File: src/rtl/button_reader.sv
// button_reader: cleans up active-low push buttons into debounced levels and event pulses.
// Each channel has a 2-flop synchroniser, a debounce filter, press/release pulses,
// long-press detection and auto-repeat pulses. All outputs are registered on i_clk.
// Ports:
//   i_clk      system clock
//   i_rst      synchronous reset, active-high
//   i_btn_n    raw asynchronous button pins, 0 = pressed
//   o_level    debounced state, 1 = pressed
//   o_press    1-cycle pulse when o_level rises
//   o_release  1-cycle pulse when o_level falls
//   o_long     1-cycle pulse LONG_CYCLES after o_press while still held
//   o_repeat   1-cycle pulse at long-press and every REPEAT_CYCLES after while held
module button_reader #(
   parameter int unsigned N_BUTTONS       = 2,
   parameter int unsigned DEBOUNCE_CYCLES = 270000,
   parameter int unsigned LONG_CYCLES     = 27000000,
   parameter int unsigned REPEAT_CYCLES   = 5400000
) (
   input  logic                 i_clk,
   input  logic                 i_rst,
   input  logic [N_BUTTONS-1:0] i_btn_n,
   output logic [N_BUTTONS-1:0] o_level,
   output logic [N_BUTTONS-1:0] o_press,
   output logic [N_BUTTONS-1:0] o_release,
   output logic [N_BUTTONS-1:0] o_long,
   output logic [N_BUTTONS-1:0] o_repeat
);

   localparam int unsigned CW   = $clog2(DEBOUNCE_CYCLES) + 1;
   localparam int unsigned HMAX = (LONG_CYCLES > REPEAT_CYCLES) ? LONG_CYCLES : REPEAT_CYCLES;
   localparam int unsigned HW   = $clog2(HMAX) + 1;

   typedef enum logic [1:0] {
      ST_RELEASED = 2'd0,
      ST_PRESSED  = 2'd1,
      ST_LONG     = 2'd2
   } state_t;

   for (genvar g = 0; g < N_BUTTONS; g++) begin : g_ch
      logic          sync1, sync2;
      logic          s_btn;
      logic [CW-1:0] cnt, cnt_nxt;
      logic          level, level_nxt;
      state_t        state, state_nxt;
      logic [HW-1:0] hcnt, hcnt_nxt;
      logic          press_q, release_q, long_q, repeat_q;
      logic          press_nxt, release_nxt, long_nxt, repeat_nxt;
      logic          rise_c, fall_c;

      assign s_btn = ~sync2;

      // State register: synchroniser, debounce, FSM and output pulse flops.
      always_ff @(posedge i_clk) begin
         if (i_rst) begin
            sync1     <= 1'b1;
            sync2     <= 1'b1;
            cnt       <= '0;
            level     <= 1'b0;
            state     <= ST_RELEASED;
            hcnt      <= '0;
            press_q   <= 1'b0;
            release_q <= 1'b0;
            long_q    <= 1'b0;
            repeat_q  <= 1'b0;
         end else begin
            sync1     <= i_btn_n[g];
            sync2     <= sync1;
            cnt       <= cnt_nxt;
            level     <= level_nxt;
            state     <= state_nxt;
            hcnt      <= hcnt_nxt;
            press_q   <= press_nxt;
            release_q <= release_nxt;
            long_q    <= long_nxt;
            repeat_q  <= repeat_nxt;
         end
      end

      // Next-state: debounce filter, edge pulses and hold/repeat FSM.
      always_comb begin
         cnt_nxt     = '0;
         level_nxt   = level;
         state_nxt   = state;
         hcnt_nxt    = '0;
         press_nxt   = 1'b0;
         release_nxt = 1'b0;
         long_nxt    = 1'b0;
         repeat_nxt  = 1'b0;
         rise_c      = 1'b0;
         fall_c      = 1'b0;

         // Counter only runs while the synchronised input disagrees with the level.
         if (s_btn != level) begin
            if (cnt == CW'(DEBOUNCE_CYCLES - 1)) begin
               level_nxt = ~level;
               rise_c    = ~level;
               fall_c    = level;
            end else begin
               cnt_nxt = cnt + CW'(1);
            end
         end

         press_nxt   = rise_c;
         release_nxt = fall_c;

         case (state)
            ST_RELEASED: begin
               if (rise_c) begin
                  state_nxt = ST_PRESSED;
               end
            end
            ST_PRESSED: begin
               if (hcnt == HW'(LONG_CYCLES - 1)) begin
                  state_nxt  = ST_LONG;
                  long_nxt   = 1'b1;
                  repeat_nxt = 1'b1;
               end else begin
                  hcnt_nxt = hcnt + HW'(1);
               end
            end
            ST_LONG: begin
               if (hcnt == HW'(REPEAT_CYCLES - 1)) begin
                  repeat_nxt = 1'b1;
               end else begin
                  hcnt_nxt = hcnt + HW'(1);
               end
            end
            default: state_nxt = ST_RELEASED;
         endcase

         // A release wins over a long/repeat landing on the same edge.
         if (fall_c) begin
            state_nxt  = ST_RELEASED;
            hcnt_nxt   = '0;
            long_nxt   = 1'b0;
            repeat_nxt = 1'b0;
         end
      end

      assign o_level[g]   = level;
      assign o_press[g]   = press_q;
      assign o_release[g] = release_q;
      assign o_long[g]    = long_q;
      assign o_repeat[g]  = repeat_q;
   end

endmodule
File: config.mk
export PLATFORM = sky130hd
export DESIGN_NAME = button_reader
export DESIGN_NICKNAME = d
export VERILOG_FILES = /design/src/rtl/button_reader.sv
export SDC_FILE = /design/constraint.sdc
export NUM_CORES = 1
export LEC_CHECK = 0
export ABC_AREA = 0
export BUFFER_PORTS_ARGS = -buffer_cell sky130_fd_sc_hd__buf_2
export CAP_MARGIN = 25
export CORE_ASPECT_RATIO = 1.1
export CORE_UTILIZATION = 45
export DETAILED_ROUTE_END_ITERATION = 16
export GPL_TIMING_DRIVEN = 1
export PLACE_DENSITY_LB_ADDON = 0.2
export SYNTH_ARGS = -nofsm -noshare
export SYNTH_HDL_FRONTEND = slang
export SYNTH_SLANG_ARGS = --single-unit
File: constraint.sdc
create_clock -name i_clk -period 2.5 [get_ports i_clk]
set_input_delay 0.25 -clock i_clk [delete_from_list [all_inputs] [get_ports i_clk]]
set_output_delay 0.25 -clock i_clk [all_outputs]
set_load 0.05 [all_outputs]
# Word-level counts from Yosys, hierarchy flattened
# Cells that the tools add are included.
[word_totals]
register_bits = 110
out_inout_bits = 10
elab_cells = 88
[op_classes]
add_sub_neg = 4
n_eq_ne = 16
n_mux = 26
bitwise_logic = 10
n_reduce_logical = 12
[ops]
columns = ["cell", "n"]
rows = [
  ["$mux 26", 4],
  ["$pmux 26 s2", 2],
  ["$add 26x1->26 const B", 2],
  ["$eq 26x23->1 const B", 2],
  ["$eq 26x25->1 const B", 2],
  ["$add 20x1->20 const B", 2],
  ["$eq 20x19->1 const B", 2],
  ["$mux 1", 12],
  ["$pmux 2 s3", 2],
  ["$reduce_or 3->1", 4],
  ["$not 1->1", 10],
  ["$mux 2", 4],
  ["$ne 2x2->1 const B", 4],
  ["$reduce_and 3->1", 2],
  ["$eq 2x1->1 const B", 2],
  ["$eq 2x2->1 const B", 2],
  ["$logic_not 2->1", 2],
  ["$pmux 1 s2", 2],
  ["$reduce_and 2->1", 2],
  ["$reduce_or 2->1", 2],
  ["$ne 1x1->1", 2],
]

# Longest topological paths before layout
# Gate-level depths: netlist of the first run.
[logic_depth]
depth_word = 5
mapped_depth = 8
depth_no_buf = 6

# Least setup slack after synthesis of the first run
# No wires, ideal clock.
[synth_timing]
path_type = "reg2reg"
from = "reg g_ch[0].hcnt[6]"
to = "reg g_ch[0].hcnt[21]"
setup_ps = 115
t_arrival_ps = 1948
setup_slack_ps = 438
path_stages_with_launch = 7
path_buffers = 1
period_less_slack_ps = 2062
path_cell_list = "dfxtp_1 -> or4_1 -> or4_1 -> o21a_1 -> o211ai_4 -> buf_6 -> nor2_1"
[synth_between]
elab_chain_cells = 3
elab_cells_between_ends = 6
classes_between = "add/sub (1); eq/ne (2); mux (3)"
[synth_lines]
columns = ["element", "line_no", "text"]
rows = [
  ["from (decl)", "45", "logic [HW-1:0] hcnt, hcnt_nxt;"],
  ["from (signal assigned)", "71", "hcnt <= hcnt_nxt;"],
  ["$add 26x1->26 (tied with other cells)", "118, 125", ""],
  ["$mux 26, on equally long branches", "122, 113", ""],
  ["$pmux 26 s2 *", "106", "case (state)"],
]
# Every way passes the cells marked *; elsewhere a longest branch is shown, timed or not.
# A chain may end at the register's enable or synchronous reset.

# Worst setup path in the final report of the first run
[layout_timing]
from = "reg g_ch[1].hcnt[0]"
to = "reg g_ch[1].hcnt[21]"
[layout_between]
elab_chain_cells = 3
elab_cells_between_ends = 6
classes_between = "add/sub (1); eq/ne (2); mux (3)"
[layout_lines]
columns = ["element", "line_no"]
rows = [
  ["from (decl)", "45"],
  ["from (signal assigned)", "71"],
  ["$add 26x1->26 (tied with other cells)", "118, 125"],
  ["$mux 26, on equally long branches", "122, 113"],
  ["$pmux 26 s2 *", "106"],
]
# Marks and branches as above.

==> results.md, run 1 <==
- Die span in y: 113 microns
- Class of the worst hold path: primary input to flop
- Vias in the first global route: 3715
- Seq/Total Area, Yosys: 43.8%
- Largest net degree at the start of global routing: 27
- Reg clk slew, reported paths: 0.07 ns
- Net count after synthesis: 583
- Area share of the largest cell type after synthesis: 43.8%
- Final WL: 9430 microns
- Worst-Skew Late Latency: 0.34 ns
- CTS tree: built
- Post-synth ARST share: 0%
- Actual slew at the worst max-slew pin: 0.680 ns
- Synth Register Bits: 110
- Number of detailed-route iterations in the first pass: 4
- Max clock buf depth: 2
- CP required: 2.73 ns
- Final Max Slew Viols: 0
- TNS Setup: 0 ns
- Mapped Cells: 569
- Vias per cell: 5.29
- Leading area contributor after synthesis: dfxtp_1
- Final clock skew: 0.00554 ns
- Die width: 103 microns
- WL/cell: 12.9 microns
- Initial drt markers: 152
- TritonCTS Sinks: 110
- Max-capacitance violation count: 0
- Final setup vio count: 0
- First-pass GRT wire length: 16500 microns
- Flop2flop setup slack: 0.31 ns
- Worst setup EP type: flop
- Pwr Density: 582 mW/mm^2
- Fin. Hold Viols: 0
- # diodes: 0
- CTS HTree Levels: 3
- Placed wire-length estimate: 6660 microns
- Final #Nets: 594
- Number of CTS-inserted buffers: 9
- Initial Util: 46.0%
- Post-cts sizing count: 0
- Status: finished clean
- Leakage Power: 1.76 nW
- Post-route DRC: 0
- Worst vdd ir: 0.270 mV
- Slew Limit Headroom: 54.2%
- Synth Flop Type: dfxtp_1
- Setup CP Type: flop to flop
- Port Buffers: 13
- Top cells by area, synth: dfxtp_1, xor2_1, nor2_1
- Tmin final: 2.19 ns
- Postcts setup bufs: 0
- Clock Root Buffer: clkbuf_16
- Synth top cells by count: dfxtp_1, nor2_1, xor2_1
- Share of cells above drive strength 1: 8.89%
- GPL Wtd Cong: 0.798
- Critical Path AT: 2.41 ns
- Via count: 3870
- Gr ovfl total: 0
- Top-count cell post-synth: dfxtp_1
- FMAX: 458 MHz
- YS warnings: 0
- Site Rows: 40
- Mapped Area: 0.00502 sq mm
- Post-synth EDFFs: 0
- Power Total: 3.22 mW
- Remaining antenna violation count: 0
- Global Route Usage Sum: 17.8%
- CP startpoint kind: flop
- Initial antenna violation count: 0
- Syn_area_per_cell: 8.83 sq um
- Post-CTS Hold Buffers: 0
- WHS: 0.0835 ns
- Die area: 0.0116 sq mm
- RSZ-0062 raised after global routing: no
- Area of the core: 0.0109 sq mm
- Synth cell types: 49
- Area Overhead vs Synth: 9.96%
- Critical-path maximum fanout: 26
- Ports: 14
- Part of the cycle the worst path needs: 87.4%
-- where the power goes --
part	total [mW]	switching [mW]	leakage (nW)	internal, mW
registers	1.76	0.00306	0.887	1.76
clock network	1.44	0.609	0.144	0.829
logic	0.0209	0.0137	0.728	0.00727
-- final cells by class --
type	count	area, sq um
Timing Repair Buffer	22	145
Multi-Input combinational cell	423	2630
Clock buffer	11	253
Sequential cell	110	2200
Fill cell	1084	5390
Inverter	14	52.6
Clock inverter	5	57.6
Tap cell	147	184
-- worst max-delay path, stage by stage, from the launching register on --
cell and delay [ns]:
dfxtp_1 0.37, ha_1 0.24, and4_1 0.26, nand4_1 0.23, o41ai_1 0.44, a211o_1 0.18, buf_4 0.27, nor2_1 0.08
-- path summary, 6_finish.rpt --
check | startpoint | end | depth (start not counted)
max | g_ch[1].hcnt[0] | g_ch[1].hcnt[21] | 7
min | i_btn_n[1] | g_ch[1].sync1 | 2
min reg2reg | g_ch[1].sync1 | g_ch[1].sync2 | 1
max reg2reg | g_ch[1].hcnt[0] | g_ch[1].hcnt[21] | 7
-- cell usage in the layout (no fill, tap or decap), types with 2 or more instances in the layout --
| cell type | netlist | routed |
|---|---|---|
| dfxtp_1 | 110 | 110 |
| nor2_1 | 106 | 106 |
| xor2_1 | 57 | 57 |
| nand2_1 | 46 | 46 |
| nand3_1 | 37 | 37 |
| xnor2_1 | 27 | 27 |
| nand4_1 | 25 | 25 |
| and3_1 | 15 | 15 |
| inv_1 | 14 | 14 |
| nor4_1 | 13 | 13 |
| buf_2 | 3 | 13 |
| nor3_1 | 12 | 12 |
| and4_1 | 11 | 11 |
| ha_1 | 10 | 10 |
| clkbuf_16 | 0 | 9 |
| buf_4 | 10 | 8 |
| nor4b_1 | 7 | 7 |
| or2_2 | 7 | 7 |
| nor4bb_1 | 6 | 6 |
| a21oi_1 | 5 | 5 |
| or3_1 | 4 | 4 |
| or4b_2 | 3 | 3 |
| clkinvlp_4 | 0 | 3 |
| o41ai_1 | 2 | 2 |
| or4_1 | 2 | 2 |
| and2_1 | 2 | 2 |
| nor4_2 | 2 | 2 |
| o21ai_0 | 2 | 2 |
| a211oi_1 | 2 | 2 |
| clkbuf_8 | 0 | 2 |
-- metal layers --
metal	part of all wire (%)	wire (microns)	GRT usage (%)	up-vias
met5	0	0	0	-
met4	1.8	166	9.20	0
met3	1.9	175	3.03	13
met2	49	4600	29.3	44
met1	48	4490	22.0	1830
li1	-	-	-	1983
-- state kept, by name (all words and copies together) (netlist names) --
register,count
g_ch.state,4
g_ch.sync1,2
g_ch.level,2
g_ch.cnt,40
g_ch.press_q,2
g_ch.release_q,2
g_ch.sync2,2
g_ch.long_q,2
g_ch.repeat_q,2
g_ch.hcnt,52
-- metrics by stage --
stage	cell area (sq um)	setup WS (ns)	instances	util (%)
final	5520	0.315	732	50.6
after global routing	5520	0.0901	732	50.6
after CTS	5520	0.317	732	50.6
after detailed placement	5210	0.329	716	47.8
after global placement	5210	0.400	716	47.8
after floorplan	5020	0.438	569	-
-- cells by family after synthesis --
family	share of synthesized area (%)
buffers and inverters	3.81
and+or+nand+nor	31.2
AOI/OAI and AO/OA	3.84
muxes	0.199
xor gates and xnor gates	14.6
adders and majority gates	2.49
DFF	43.8
No activity file was read; power rests on OpenSTA's default activity.
==> run 2: changes to the inputs <==
--- a/config.mk
+++ b/config.mk
@@ -13,6 +13,8 @@
 export DETAILED_ROUTE_END_ITERATION = 16
 export GPL_TIMING_DRIVEN = 1
 export PLACE_DENSITY_LB_ADDON = 0.2
+export REMOVE_ABC_BUFFERS = 1
+export SLEW_MARGIN = 20
 export SYNTH_ARGS = -nofsm -noshare
 export SYNTH_HDL_FRONTEND = slang
 export SYNTH_SLANG_ARGS = --single-unit
==> run 2 against run 1 <==
Compared with the run above: largest power group unchanged; register-to-register slack better by 0.04 ns; via count down 0.98%; utilization about the same; highest routed layer unchanged; clock skew up 0.0016 ns; die area unchanged; global-route usage about the same; cell area about the same; total power down 2.1%; routed wire length down 2.5%; first-iteration DRC count down 47%; sequential share of layout area about the same; critical path depth down 1; largest cell class unchanged.
==> results.md, run 2 (same netlist as run 1, synthesis figures left out) <==
- Status: finished clean
- Number of flip-flops under the largest register name: 52
- Final Max Slew Viols: 0
- Critical Path AT: 2.39 ns
- Reg clk slew, reported paths: 0.07 ns
- Actual slew at the worst max-slew pin: 0.683 ns
- Setup CP Type: flop to flop
- Post-cts sizing count: 0
- # diodes: 0
- Leakage Power: 1.76 nW
- Area of the core: 0.0109 sq mm
- CTS tree: built
- Remaining antenna violation count: 0
- Fill cell count: 1084
- Post-CTS Hold Buffers: 0
- Gr ovfl total: 0
- Vias per cell: 5.23
- Part of the cycle the worst path needs: 85.7%
- Register with the most flip-flops: g_ch.hcnt
- Area of the multi-input gates: 0.00263 sq mm
- Initial drt markers: 80
- Final setup vio count: 0
- Global Route Usage Sum: 17.8%
- Via count: 3832
- CTS HTree Levels: 3
- Placed wire-length estimate: 6490 microns
- Share of cells above drive strength 1: 9.04%
- Number of detailed-route iterations in the first pass: 4
- Buffers and inverters on the worst path: 1
- Slew Limit Headroom: 54.1%
- CP required: 2.75 ns
- Number of CTS-inserted buffers: 9
- Vias in the first global route: 3649
- Worst-Skew Late Latency: 0.35 ns
- FMAX: 467 MHz
- Die span in y: 113 microns
- FF/Latch Area: 0.00220 sq mm
- Commonest non-fill, non-tap cells in the layout: dfxtp_1, nor2_1, xor2_1, nand2_1, nand3_1
- Cell chain of the critical path: or4_1 -> nor4_1 -> a31oi_1 -> o211ai_4 -> buf_12 -> nor2_1
- Clock Root Buffer: clkbuf_16
- Initial antenna violation count: 0
- First-pass GRT wire length: 16500 microns
- Tmin final: 2.14 ns
- Die area: 0.0116 sq mm
- Pwr Density: 570 mW/mm^2
- Commonest non-fill, non-tap cell in the layout: dfxtp_1
- Critical-path maximum fanout: 26
- Ports: 14
- Max stage delay cell, worst path: or4_1
- Max-capacitance violation count: 0
- Postcts setup bufs: 0
- WL/cell: 12.5 microns
- Delay-heaviest family, CP: simple AND/OR/NAND/NOR gates
- Worst vdd ir: 0.327 mV
- CP peak stage delay: 0.54 ns
- TNS Setup: 0 ns
- Class of the worst hold path: primary input to flop
- Final clock skew: 0.00718 ns
- Final #Nets: 595
- Largest net degree at the start of global routing: 27
- Top flop regs: g_ch.hcnt: 52 flops, g_ch.cnt: 40 flops, g_ch.state: 4 flops
- Worst setup EP type: flop
- Site Rows: 40
- WHS: 0.0752 ns
- Initial Util: 46.0%
- GPL Wtd Cong: 0.804
- Max clock buf depth: 2
- Final WL: 9190 microns
- Area Overhead vs Synth: 9.89%
- TritonCTS Sinks: 110
- CP startpoint kind: flop
- RSZ-0062 raised after global routing: no
- Fin. Hold Viols: 0
- Die width: 103 microns
- Port Buffers: 13
- Post-route DRC: 0
-- run 2: final cells by class --
class	instances	share of cell area, %
clock inverter	5	0.612
inverter	14	0.952
sequential	110	39.9
clock buffer	11	4.58
tap	147	3.33
multi-input combinational	423	47.6
timing repair buffer	23	2.99
-- run 2: where the power goes --
group	switching [mW]	internal [mW]	total, mW
Sequential	0.00273	1.75	1.76
Clock	0.642	0.729	1.37
Combinational	0.0138	0.00728	0.0210
-- run 2: worst paths after layout --
kind	start	to	slack [ns]	cells past startpoint
setup / recovery	g_ch[0].hcnt[6]	g_ch[0].hcnt[12]	0.36	6
hold / removal	i_btn_n[0]	g_ch[0].sync1	0.08	2
setup reg to reg	g_ch[0].hcnt[6]	g_ch[0].hcnt[12]	0.36	6
hold reg to reg	g_ch[1].sync1	g_ch[1].sync2	0.41	1
-- run 2: per-stage QoR --
step                      util [%]  total power, mW  area [sq um]  std cells  worst slack [ns]
after global routing          50.6             3.26          5520        733             0.184
after detailed placement      48.0             1.82          5230        717             0.397
final                         50.6             3.15          5520        733             0.359
after CTS                     50.6             3.19          5520        733             0.373
after floorplan                  -             1.81          4880        547             0.353
after global placement        48.0             1.82          5230        717             0.425
-- run 2: layer usage --
layer  wire, microns  global-route usage (%)  part of all wire (%)  up-vias
met4             186                    8.73                   2.0        0
met2            4250                    28.0                    46       31
li1                -                       -                     -     1984
met5               0                       0                     0        -
met3             186                    3.15                   2.0       12
met1            4570                    23.4                    50     1805
==> run 3: changes to the inputs <==
--- a/config.mk
+++ b/config.mk
@@ -11,7 +11,6 @@
 export CORE_ASPECT_RATIO = 1.1
 export CORE_UTILIZATION = 45
 export DETAILED_ROUTE_END_ITERATION = 16
-export GPL_TIMING_DRIVEN = 1
 export PLACE_DENSITY_LB_ADDON = 0.2
 export REMOVE_ABC_BUFFERS = 1
 export SLEW_MARGIN = 20
==> constraint.sdc (replaced) <==
create_clock -name i_clk -period 2.4 [get_ports i_clk]
set_input_delay 0.24 -clock i_clk [delete_from_list [all_inputs] [get_ports i_clk]]
set_output_delay 0.24 -clock i_clk [all_outputs]
set_load 0.05 [all_outputs]
==> run 3 against run 2 <==
Compared with the run above: clock-buffer cell count did not move; worst setup slack worse by 0.14 ns; fmax down 1.9%; highest routed layer unchanged; register-to-register slack got worse by 0.14 ns; sequential share of layout area is essentially flat; routed wire length increased by 0.54%.
==> results.md, run 3 (same netlist as run 1, synthesis figures left out) <==
- Status: finished clean
- Switching power total: 0.688 mW
- Initial Util: 46.0%
- WL/cell: 12.6 microns
- Post-CTS Hold Buffers: 0
- Non-filler cells, final: 735
- RSZ-0062 raised after global routing: no
- Setup CP Type: flop to flop
- Die width: 103 microns
- Fill cell count: 1068
- Part of the cycle the worst path needs: 91.0%
- Largest net degree at the start of global routing: 27
- Post-route DRC: 0
- Internal: 2.57 mW
- Flop2flop setup slack: 0.22 ns
- Critical Path AT: 2.42 ns
- Met1 track utilization from global routing: 22.9%
- Register with the most flip-flops: g_ch.hcnt
- Via count: 3837
- Tmin final: 2.18 ns
- Critical-path maximum fanout: 26
- Worst vdd ir: 0.295 mV
- Slew Limit Headroom: 62.0%
- WHS: 0.0770 ns
- Final setup vio count: 0
- Number of CTS-inserted buffers: 9
- Postcts setup bufs: 0
- TritonCTS Sinks: 110
- Gr busiest metal: met2
- Area Overhead vs Synth: 10.0%
- Site Rows: 40
- Max stage delay cell, worst path: or4_1
- Initial antenna violation count: 0
- CTS HTree Levels: 3
- Top flop regs: g_ch.hcnt: 52 flops, g_ch.cnt: 40 flops, g_ch.state: 4 flops
- Cell chain of the critical path: or4_1 -> nor4_1 -> a31oi_1 -> o211ai_4 -> buf_12 -> nor2_1
- FMAX: 458 MHz
- Met2 Use GR: 27.7%
- Commonest non-fill, non-tap cell in the layout: dfxtp_1
- Sequential power share: 56.2%
- Initial drt markers: 129
- TNS Setup: 0 ns
- Final Max Slew Viols: 0
- Final #Nets: 597
- Pwr Density: 589 mW/mm^2
- Fin. Hold Viols: 0
- Clock power share: 43.1%
- M3 GR Usage: 2.41%
- Post-cts sizing count: 0
- Class of the worst hold path: primary input to flop
- Number of detailed-route iterations in the first pass: 4
- Worst setup EP type: flop
- Dpl cells: 719
- Commonest non-fill, non-tap cells in the layout: dfxtp_1, nor2_1, xor2_1, nand2_1, nand3_1
- Share of cells above drive strength 1: 9.18%
- Vias per cell: 5.22
- CP required: 2.63 ns
- Die span in y: 113 microns
- CP startpoint kind: flop
- Gr ovfl total: 0
- Remaining antenna violation count: 0
- Number of flip-flops under the largest register name: 52
- Die area: 0.0116 sq mm
- Placed wire-length estimate: 6350 microns
- Worst-Skew Late Latency: 0.35 ns
- Reg clk slew, reported paths: 0.07 ns
- Ports: 14
- # diodes: 0
- Final core occ: 50.7%
- Actual slew at the worst max-slew pin: 0.563 ns
- Logic pwr share: 0.7%
- Clock Root Buffer: clkbuf_16
- Hold path depth: 2
- Max clock buf depth: 2
- Switching portion of total power: 21.1%
- Leakage Power: 1.77 nW
- Final WL: 9240 microns
- Max-capacitance violation count: 0
- Final clock skew: 0.0102 ns
- Port Buffers: 13
- Area of the core: 0.0109 sq mm
- R2R cell count: 6
- First-pass GRT wire length: 16000 microns
- GPL Wtd Cong: 0.823
- CTS tree: built
- CP peak stage delay: 0.54 ns
- Global Route Usage Sum: 17.3%
- Vias in the first global route: 3536
==> run 3: cell count changes in the layout (fill, tap and decap cells not counted) <==
cell / before / now
buf_4: 8 / 10
clkbuf_1: 0 / 1
clkbuf_8: 2 / 1
clkinv_4: 1 / 2
clkinvlp_4: 2 / 1
==> run 3: per-stage QoR <==
step                power [mW]  setup slack [ns]  area (sq um)
finish                    3.26             0.216          5530
CTS                       3.29             0.239          5530
global route              3.38            0.0431          5530
floorplan                 1.88             0.253          4880
global placement          1.90             0.317          5250
detailed placement        1.90             0.254          5250
==> run 3: final cells by class <==
type	count	area (sq um)	share of cell area (%)
clock inverter	5	35.0	0.634
timing repair buffer	25	180	3.26
tap	147	184	3.33
clock buffer	11	243	4.39
sequential	110	2200	39.8
multi-input combinational	423	2630	47.6
inverter	14	52.6	0.951
==> run 3: layer usage <==
layer	wire [microns]	vias to the layer above
li1	-	1987
met1	4590	1792
met2	4320	46
met3	188	12
met5	0	-
met4	149	0
==> run 3: path summary, 6_finish.rpt <==
path / start / end
setup / recovery: g_ch[0].hcnt[6] / g_ch[0].hcnt[17]
hold / removal: i_btn_n[0] / g_ch[0].sync1
setup reg to reg: g_ch[0].hcnt[6] / g_ch[0].hcnt[17]
hold reg to reg: g_ch[0].sync1 / g_ch[0].sync2
==> run 3: power groups by stage <==
stage          combinational [mW]  clock [mW]  sequential [mW]
4_1_cts                    0.0227        1.44             1.83
3_3_place_gp               0.0224           0             1.87
6_report                   0.0224        1.40             1.83
2_1_floorplan              0.0117           0             1.87
5_1_grt                    0.0253        1.52             1.83
3_5_place_dp               0.0227           0             1.87
==> run 3: worst max-delay path: cells and delay by family, from the launching register on <==
| kind | cells | cell delay (ns) |
|---|---|---|
| AO/OA/AOI/OAI | 2 | 0.54 |
| buffers and inverters | 1 | 0.19 |
| flip-flops | 1 | 0.36 |
| AND/OR/NAND/NOR | 3 | 0.99 |
